--- config.mk ---
export PLATFORM = sky130hd
export DESIGN_NAME = video_sync_decoder_flat
export DESIGN_NICKNAME = d
export VERILOG_FILES = /design/src/rtl/video_sync_decoder_if.sv /design/src/rtl/video_sync_decoder.sv /design/src/flat_wrapper.sv
export SDC_FILE = /design/constraint.sdc
export NUM_CORES = 1
export LEC_CHECK = 0
export ABC_CLOCK_PERIOD_IN_PS = 3550
export CORE_ASPECT_RATIO = 1.75
export CORE_UTILIZATION = 40
export DETAILED_ROUTE_END_ITERATION = 7
export GPL_TIMING_DRIVEN = 0
export PLACE_DENSITY_LB_ADDON = 0.3
export SETUP_SLACK_MARGIN = 0.4
export SYNTH_ARGS = -nofsm -noshare
export SYNTH_HDL_FRONTEND = slang
export SYNTH_SLANG_ARGS = --single-unit
--- constraint.sdc ---
create_clock -name clk -period 3.55 [get_ports clk]
set_input_delay 0.71 -clock clk [delete_from_list [all_inputs] [get_ports clk]]
set_output_delay 0.71 -clock clk [all_outputs]
set_load 0.02 [all_outputs]
--- src/rtl/video_sync_decoder_if.sv ---
// video_sync_decoder_if
// Bundles the dot-rate video input stream and the recovered raster outputs
// of the Apple-1 video sync decoder.
//   dot_en      : one-clk strobe per dot, qualifies every input sample
//   h_sync_n    : horizontal sync, active low
//   vbl         : vertical blank, active high
//   video       : pixel data
//   locked      : horizontal lock achieved
//   px_valid    : current dot is active and locked
//   px_x / px_y : active column / active line of the current dot
//   px_data     : registered video sample (0 outside the active window)
//   frame_start : one-clk pulse on the vbl fall
//   line_len    : last measured line length in dots
//   frame_lines : h_sync_n falls between the last two vbl falls
// The master side is the video source, the slave side is the decoder.
interface video_sync_decoder_if;
  logic       dot_en;
  logic       h_sync_n;
  logic       vbl;
  logic       video;
  logic       locked;
  logic       px_valid;
  logic [8:0] px_x;
  logic [7:0] px_y;
  logic       px_data;
  logic       frame_start;
  logic [9:0] line_len;
  logic [8:0] frame_lines;

  modport master (
    output dot_en, h_sync_n, vbl, video,
    input  locked, px_valid, px_x, px_y, px_data, frame_start, line_len, frame_lines
  );

  modport slave (
    input  dot_en, h_sync_n, vbl, video,
    output locked, px_valid, px_x, px_y, px_data, frame_start, line_len, frame_lines
  );
endinterface

--- src/rtl/video_sync_decoder.sv ---
// video_sync_decoder
// Monitor-side receiver for the Apple-1 terminal video timing. It measures
// the line length between h_sync_n falls, decides horizontal lock, counts
// lines per frame between vbl falls, and emits per-dot raster coordinates.
// Ports:
//   clk : system clock (twice the dot rate)
//   mr  : master reset, synchronous, active high
//   bus : video_sync_decoder_if.slave (dot stream in, raster info out)
// All inputs are sampled only on dot_en cycles; outputs change one clk
// after the dot_en sample. frame_start is the only output that also changes
// on non-dot cycles (it is cleared there).
module video_sync_decoder #(
  parameter int unsigned H_NOMINAL  = 455,
  parameter int unsigned H_TOL      = 2,
  parameter int unsigned H_TIMEOUT  = 1000,
  parameter int unsigned LOCK_LINES = 4,
  parameter int unsigned MISS_MAX   = 3,
  parameter int unsigned H_START    = 80,
  parameter int unsigned ACTIVE_W   = 280,
  parameter int unsigned ACTIVE_H   = 192
) (
  input logic                 clk,
  input logic                 mr,
  video_sync_decoder_if.slave bus
);

  localparam int GW = $clog2(LOCK_LINES + 1);
  localparam int MW = $clog2(MISS_MAX + 1);

  // Line length is judged in 11 bits so that h_cnt+1 = 1024 cannot wrap
  // into an apparently short line.
  localparam logic [10:0] NOM  = 11'(H_NOMINAL);
  localparam logic [10:0] TOL  = 11'(H_TOL);
  localparam logic [9:0]  TMO  = 10'(H_TIMEOUT);
  localparam logic [9:0]  X_LO = 10'(H_START);
  localparam logic [9:0]  X_HI = 10'(H_START + ACTIVE_W);
  localparam logic [8:0]  Y_HI = 9'(ACTIVE_H);

  typedef enum logic [1:0] {
    SEARCH  = 2'd0,
    MEASURE = 2'd1,
    LOCKED  = 2'd2
  } state_t;

  state_t         state_q, state_d;
  logic [GW-1:0]  good_q, good_d;
  logic [MW-1:0]  miss_q, miss_d;
  logic           prev_hs, prev_vbl;
  logic [9:0]     h_cnt, h_next;
  logic [8:0]     y_cnt, y_next;
  logic [10:0]    len_new, len_diff;
  logic           hs_fall, vb_fall, line_good, timeout, pix_ok;
  logic [8:0]     x_off;

  logic [9:0]     line_len_q;
  logic [8:0]     frame_lines_q;
  logic           px_valid_q, px_data_q, frame_start_q;
  logic [8:0]     px_x_q;
  logic [7:0]     px_y_q;

  // Edges are the previous dot sample against the one arriving now.
  assign hs_fall = bus.dot_en & prev_hs & ~bus.h_sync_n;
  assign vb_fall = bus.dot_en & prev_vbl & ~bus.vbl;

  assign len_new   = {1'b0, h_cnt} + 11'd1;
  assign len_diff  = (len_new >= NOM) ? (len_new - NOM) : (NOM - len_new);
  assign line_good = (len_diff <= TOL);

  // Post-update horizontal and vertical counters; pixel mapping and the
  // timeout both look at the values that will be registered this edge.
  always_comb begin
    h_next = h_cnt;
    y_next = y_cnt;
    if (bus.dot_en) begin
      if (hs_fall) begin
        h_next = '0;
      end else if (h_cnt != 10'h3FF) begin
        h_next = h_cnt + 10'd1;
      end
      if (vb_fall) begin
        y_next = '0;
      end else if (hs_fall && (y_cnt != 9'h1FF)) begin
        y_next = y_cnt + 9'd1;
      end
    end
  end

  assign timeout = bus.dot_en & ~hs_fall & (h_next == TMO);

  // Lock state machine. A missing sync (timeout) overrides any line
  // evaluation; otherwise each hs_fall judges the line that just ended.
  always_comb begin
    state_d = state_q;
    good_d  = good_q;
    miss_d  = miss_q;
    if (timeout) begin
      state_d = SEARCH;
      good_d  = '0;
      miss_d  = '0;
    end else if (hs_fall) begin
      case (state_q)
        SEARCH: begin
          state_d = MEASURE;
          good_d  = '0;
          miss_d  = '0;
        end
        MEASURE: begin
          if (!line_good) begin
            good_d = '0;
          end else if (good_q == GW'(LOCK_LINES - 1)) begin
            state_d = LOCKED;
            good_d  = '0;
            miss_d  = '0;
          end else begin
            good_d = good_q + GW'(1);
          end
        end
        LOCKED: begin
          if (line_good) begin
            miss_d = '0;
          end else if (miss_q == MW'(MISS_MAX - 1)) begin
            state_d = SEARCH;
            miss_d  = '0;
          end else begin
            miss_d = miss_q + MW'(1);
          end
        end
        default: begin
          state_d = SEARCH;
          good_d  = '0;
          miss_d  = '0;
        end
      endcase
    end
  end

  assign pix_ok = (state_d == LOCKED) & bus.dot_en & (h_next >= X_LO) & (h_next < X_HI)
                & (y_next < Y_HI) & ~bus.vbl;
  assign x_off  = 9'(h_next - X_LO);

  // All registers. Everything but frame_start is only touched on dot
  // cycles; px_x/px_y keep the last active coordinate when px_valid drops.
  always_ff @(posedge clk) begin
    if (mr) begin
      state_q       <= SEARCH;
      good_q        <= '0;
      miss_q        <= '0;
      prev_hs       <= 1'b1;
      prev_vbl      <= 1'b0;
      h_cnt         <= '0;
      y_cnt         <= '0;
      line_len_q    <= '0;
      frame_lines_q <= '0;
      frame_start_q <= 1'b0;
      px_valid_q    <= 1'b0;
      px_data_q     <= 1'b0;
      px_x_q        <= '0;
      px_y_q        <= '0;
    end else begin
      state_q       <= state_d;
      good_q        <= good_d;
      miss_q        <= miss_d;
      frame_start_q <= 1'b0;
      if (bus.dot_en) begin
        prev_hs  <= bus.h_sync_n;
        prev_vbl <= bus.vbl;
        h_cnt    <= h_next;
        y_cnt    <= y_next;
        if (hs_fall) begin
          line_len_q <= len_new[9:0];
        end
        if (vb_fall) begin
          frame_lines_q <= y_cnt + {8'd0, hs_fall};
          frame_start_q <= 1'b1;
        end
        if (pix_ok) begin
          px_valid_q <= 1'b1;
          px_x_q     <= x_off;
          px_y_q     <= y_next[7:0];
          px_data_q  <= bus.video;
        end else begin
          px_valid_q <= 1'b0;
          px_data_q  <= 1'b0;
        end
      end
    end
  end

  assign bus.locked      = (state_q == LOCKED);
  assign bus.px_valid    = px_valid_q;
  assign bus.px_x        = px_x_q;
  assign bus.px_y        = px_y_q;
  assign bus.px_data     = px_data_q;
  assign bus.frame_start = frame_start_q;
  assign bus.line_len    = line_len_q;
  assign bus.frame_lines = frame_lines_q;

endmodule

--- src/flat_wrapper.sv ---
// flat-port wrapper written by rule: the top's interface ports become plain ports
module video_sync_decoder_flat 
#(
  parameter int unsigned H_NOMINAL  = 455,
  parameter int unsigned H_TOL      = 2,
  parameter int unsigned H_TIMEOUT  = 1000,
  parameter int unsigned LOCK_LINES = 4,
  parameter int unsigned MISS_MAX   = 3,
  parameter int unsigned H_START    = 80,
  parameter int unsigned ACTIVE_W   = 280,
  parameter int unsigned ACTIVE_H   = 192
)
  (clk, mr, bus_dot_en, bus_h_sync_n, bus_vbl, bus_video, bus_locked, bus_px_valid, bus_px_x, bus_px_y, bus_px_data, bus_frame_start, bus_line_len, bus_frame_lines);
  video_sync_decoder_if bus_i ();
  input logic clk;
  input logic mr;
  input wire logic [$bits(bus_i.dot_en)-1:0] bus_dot_en;
  input wire logic [$bits(bus_i.h_sync_n)-1:0] bus_h_sync_n;
  input wire logic [$bits(bus_i.vbl)-1:0] bus_vbl;
  input wire logic [$bits(bus_i.video)-1:0] bus_video;
  output wire logic [$bits(bus_i.locked)-1:0] bus_locked;
  output wire logic [$bits(bus_i.px_valid)-1:0] bus_px_valid;
  output wire logic [$bits(bus_i.px_x)-1:0] bus_px_x;
  output wire logic [$bits(bus_i.px_y)-1:0] bus_px_y;
  output wire logic [$bits(bus_i.px_data)-1:0] bus_px_data;
  output wire logic [$bits(bus_i.frame_start)-1:0] bus_frame_start;
  output wire logic [$bits(bus_i.line_len)-1:0] bus_line_len;
  output wire logic [$bits(bus_i.frame_lines)-1:0] bus_frame_lines;
  assign bus_i.dot_en = bus_dot_en;
  assign bus_i.h_sync_n = bus_h_sync_n;
  assign bus_i.vbl = bus_vbl;
  assign bus_i.video = bus_video;
  assign bus_locked = bus_i.locked;
  assign bus_px_valid = bus_i.px_valid;
  assign bus_px_x = bus_i.px_x;
  assign bus_px_y = bus_i.px_y;
  assign bus_px_data = bus_i.px_data;
  assign bus_frame_start = bus_i.frame_start;
  assign bus_line_len = bus_i.line_len;
  assign bus_frame_lines = bus_i.frame_lines;
  video_sync_decoder #(.H_NOMINAL(H_NOMINAL), .H_TOL(H_TOL), .H_TIMEOUT(H_TIMEOUT), .LOCK_LINES(LOCK_LINES), .MISS_MAX(MISS_MAX), .H_START(H_START), .ACTIVE_W(ACTIVE_W), .ACTIVE_H(ACTIVE_H)) u_core (.clk(clk), .mr(mr), .bus(bus_i));
endmodule
Word level (Yosys, flattened, before mapping)
Cells that the tools add are included.
Widths: inputs -> output; s select.
{"block": "totals", "regBits": 67, "latch_bits": 0, "ramBits": 0, "mem_bits_ro": 0, "inputBits": 6, "output_inout_bits": 40, "memories": 0}
{"block": "op_classes", "addsub": 9, "n_mul": 0, "div_mod_pow": 0, "magnitude_cmp": 5, "n_eq_ne": 10, "n_shift": 0, "n_mux": 25, "bitwise": 16, "reduce_logical": 9}
{"operator": "$mux 10", "count": 3}
{"operator": "$mux 9", "count": 3}
{"operator": "$mux 2", "count": 10}
{"operator": "$add 10x1->11 const B", "count": 1}
{"operator": "$and 1x1->1", "count": 11}
{"operator": "$ge 11x9->1 const B", "count": 1}
{"operator": "$le 11x2->1 const B", "count": 1}
{"operator": "$mux 11", "count": 1}
{"operator": "$sub 11x9->11 const B", "count": 1}
{"operator": "$sub 9x11->11 const A", "count": 1}
{"operator": "$add 10x1->10 const B", "count": 1}
{"operator": "$eq 10x10->1 const B", "count": 1}
{"operator": "$ge 10x7->1 const B", "count": 1}
{"operator": "$lt 10x9->1 const B", "count": 1}
{"operator": "$ne 10x10->1 const B", "count": 1}
{"operator": "$add 9x1->9", "count": 1}
{"operator": "$add 9x1->9 const B", "count": 1}
{"operator": "$lt 9x8->1 const B", "count": 1}
{"operator": "$ne 9x9->1 const B", "count": 1}
{"operator": "$sub 9x7->9 const B", "count": 1}
{"operator": "$reduce_and 2->1", "count": 4}
{"operator": "$eq 2x2->1 const B", "count": 3}
{"operator": "$mux 3", "count": 2}
{"operator": "$pmux 2 s3", "count": 1}
{"operator": "13 further kinds", "count": 21}

Longest topological paths before layout
{"block": "logic_depth", "word_depth": 15, "mapped_depth": 16, "depth_no_buf": 12}

Worst setup path after synthesis
No wires, ideal clock.
{"block": "synth_timing", "path_type": "reg-to-reg", "start": "register u_core.h_cnt[0]", "end": "register u_core.miss_q[0]", "setup_ns": 0.117, "arrival_ns": 2.931, "setup_slack_ns": 0.502, "path_stages_with_launch": 13, "path_buffers": 2, "period_less_slack_ns": 3.048, "cell_sequence": "dfxtp_1 -> ha_1 -> buf_4 -> buf_2 -> and3_1 -> xnor2_1 -> ha_1 -> a21boi_1 -> and2_1 -> or4_1 -> nor4_2 -> o22ai_2 -> a32o_1"}
{"block": "synth_via", "elab_chain_cells": 7}
{"item": "start, declared", "line": "video_sync_decoder.sv:49", "rtl": "logic [9:0] h_cnt, h_next;"}
{"item": "start signal, assigned", "line": "video_sync_decoder.sv:167", "rtl": "h_cnt <= h_next;"}
{"item": "parallel branches: the longest is 7 deep, another holds $add 10x1->11"}
{"item": "end signal, assigned", "line": "video_sync_decoder.sv:162", "rtl": "miss_q <= miss_d;"}
{"item": "end, declared", "line": "video_sync_decoder.sv:47", "rtl": "logic [MW-1:0] miss_q, miss_d;"}
Several ways; the timed one is not identified.
A chain may end at the register's enable or synchronous reset.

Worst setup path after layout
Ends and elaborated chain as after synthesis.

==> run_results.csv <==
group,metric,value,unit
setup_path,cp.required,3.77,ns
floorplanning,ios,46,
cts,clk_pin_slew,0.05,ns
final_layout,layout-drive-gt1-share,16.25,%
synthesis,ys_top_cells_by_area,"dfxtp_1 35%, nor2_1 5.5%, ha_1 4.2%",
synthesis,synth-seq-area-share,34.78,%
synthesis,synth-edff-count,0,
setup_path,reg2reg_to,"u_core.miss_q[0]$_SDFFE_PP0P_",
global_route,grt_max_degree,12,
outcome,status,"completed",
floorplanning,num_rows,47,
sta,setup_violations,0,
power,leakage,1.823,nW
floorplanning,fp.coreArea,9409,sq um
global_route,overflow,0,
setup_path,path_class,"reg -> reg",
cts,ctsHtreeMaxLevel,3,
placement,dpl.hpwl,8154,microns
floorplanning,design.die.area,10050,sq um
global_route,grt_pass1_vias,3598,
hold_path,holdPathStages,2,
floorplanning,die_w,76.22,microns
sta,finalCritPeriodShare,85.19,%
final_layout,final_cell_mix,"65 x dfxtp_1, 54 x nor2_1, 42 x clkdlybuf4s50_1",
setup_path,worst_r2r_path_depth,12,
cts,cts_buffers,9,
final_layout,final_common_cell,"dfxtp_1",
sta,max_slew.worst_pin.slew,0.6589,ns
synthesis,synthDistinctLibCells,75,
synthesis,yosysTopAreaCell,"dfxtp_1",
global_route,grtUsageTotal,21.94,%
sta,slew_headroom,56.08,%
synthesis,ys_ff_latch,67,
hold_path,whs_endpoint,"u_core.bus.line_len[1]$_SDFFE_PP0P_",
placement,gp_congestion,0.9028,
detailed_routing,wl,10910,microns
placement,portBuffers,44,
final_layout,area_growth,29.30,%
sta,period_needed,3.024,ns
detailed_routing,via_per_inst,5.639,
setup_path,reg2reg_from,"u_core.h_cnt[0]$_SDFFE_PP0P_",
cts,insertion_delay,0.33,ns
synthesis,avgSynthCellArea,8.494,sq um
synthesis,synth-main-ff-cell,"dfxtp_1",
power,power_density,357.4,nW/um^2
final_layout,num_antenna_cells,0,
setup_path,end_kind,"register",
detailed_routing,ant_nets,0,
global_route,antenna_found_initial,0,
hold_path,hp-start,"u_core.bus.line_len[1]$_SDFFE_PP0P_",
detailed_routing,routedWlPerCell,16.92,microns
run,max_cap_viol_count,0,
sta,hold_viol_final,0,
cts,clockBufferDepth,2,
sta,slew_viol_final,0,
sta,rsz0062_at_grt,"no",
synthesis,synth_area,3856,sq um
final_layout,final_cells,645,
hold_path,hp-class,"reg -> reg",
cts,hold_buffers,0,
detailed_routing,drc,0,
setup_path,cp-start-kind,"register",
placement,dpl.cell_count,620,
floorplanning,start_util,40.98,%
sta,fmax,330.6,MHz
cts,cts_root_buf,"clkbuf_16",
final_layout,fin_nets,538,
synthesis,yosysTopAreaCellShare,34.78,%
global_route,grt_pass1_wl,17510,microns
detailed_routing,firstDrtPassIters,6,
setup_path,r2r_setup_slack,0.53,ns
synthesis,ys_warn_count,0,
floorplanning,fp.dieH,131.9,microns
synthesis,async_reset_ff_share,0,%
detailed_routing,vias,3637,
synthesis,syn_inst,454,
setup_path,worstPathMaxFanout,10,
sta,worst_clock_skew,0.007545,ns
cts,cts_tree,"built",
setup_path,worstPathArrival,3.25,ns
setup_path,startpoint,"u_core.h_cnt[0]$_SDFFE_PP0P_",
cts,clock_sink_count,67,
final_layout,fillCellCount,895,
power,power,1.782,mW
detailed_routing,drtIter0Drc,169,
sta,finalSetupTns,0,ns
synthesis,synth.net_count,473,
power,vdd_drop_max,0.3179,mV
## flip-flops by register name (all words and copies together) (netlist names), 3 cells and up
name	cells
u_core.bus.frame_lines	9
u_core.bus.line_len	10
u_core.bus.px_x	9
u_core.bus.px_y	8
u_core.good_q	3
u_core.h_cnt	10
u_core.y_cnt	9
## cells by family (layout without fill, tap and decap cells)
kind of cell	Yosys count	after routing	synth area share [%]
AND/OR/NAND/NOR	177	177	24.72
AO/OA/AOI/OAI	106	106	20.44
flip-flops	67	67	34.78
buffers and inverters	53	122	6.587
XOR/XNOR	27	27	6.327
adder cells (fa/ha/maj)	13	13	4.218
multiplexers	11	11	2.920
## routing by layer
layer | global-route usage (%) | part of all wire, %
met3 | 3.668 | 3.0
met1 | 22.14 | 38
met4 | 13.68 | 5.3
met5 | 0 | 0
met2 | 40.99 | 54
## cells in the mapped netlist (all sizes together), types with 3 or more instances
cell type   n
mux2i       9
ha         13
o21ai      11
xor2       12
nand4       8
clkbuf     11
a31oi      10
nor4        3
a31o        7
o31ai       8
or3         4
nor2b       5
nand2b      6
dfxtp      67
xnor2      15
nand3      21
nor4b       3
inv        22
buf        20
nand2      34
and2        4
a21oi      18
nor3       10
and3        5
nor2       56
a211oi     19
nor3b       4
and4        3
o21a        7
## stage by stage
stage / hold WS (ns) / utilization, % / worst slack (ns) / cell area (sq um)
2_1_floorplan: 0.4406 / - / 0.5019 / 3856
3_3_place_gp: 0.4477 / 47.29 / -0.4448 / 4449
3_5_place_dp: 0.4555 / 47.29 / -0.4918 / 4449
4_1_cts: 0.4665 / 51.60 / 0.4046 / 4855
5_1_grt: 0.4841 / 52.99 / 0.3997 / 4986
6_report: 0.4648 / 52.99 / 0.5256 / 4986
## what timing repair did
item                                   CTS  global route
pin swaps                                7             9
cloned                                   0             1
gates resized for setup                 25            20
setup endpoints to repair               34            30
endpoints found under the hold margin    0             0
setup buffers                            2             7
## critical path, cell delays in order, from the launching register on
cell and delay (ns):
dfxtp_4 0.36, ha_1 0.21, buf_6 0.15, buf_6 0.14, and3_4 0.21, xnor2_4 0.21
ha_1 0.20, a21boi_2 0.20, nor2_1 0.06, or4_4 0.55, nor4_4 0.21, o22ai_4 0.16
a32o_1 0.24
## worst max path at each step
stage	end	slack, ns
after floorplan	u_core.miss_q[0]$_SDFFE_PP0P_	0.50
after global placement	u_core.miss_q[0]$_SDFFE_PP0P_	-0.44
after detailed placement	u_core.good_q[1]$_SDFFE_PP0P_	-0.49
after CTS	u_core.miss_q[0]$_SDFFE_PP0P_	0.40
after global routing	u_core.good_q[2]$_SDFFE_PP0P_	0.40
final	u_core.miss_q[0]$_SDFFE_PP0P_	0.53
## where the power goes
part | internal [mW] | switching (mW)
registers | 0.767 | 0.0115
clock network | 0.537 | 0.324
logic | 0.0526 | 0.0903
## area by class of cell
cell class,instances,area [sq um],share of cell area [%]
sequential,67,1346,27.00
buffer,31,197.7,3.965
clock inverter,5,55.05,1.104
clock buffer,10,229.0,4.592
multi-input combinational,334,2409,48.31
inverter,22,86.33,1.731
tap,122,152.6,3.061
timing repair buffer,54,510.5,10.24
Note: power is estimated with default switching activity, not from simulation.
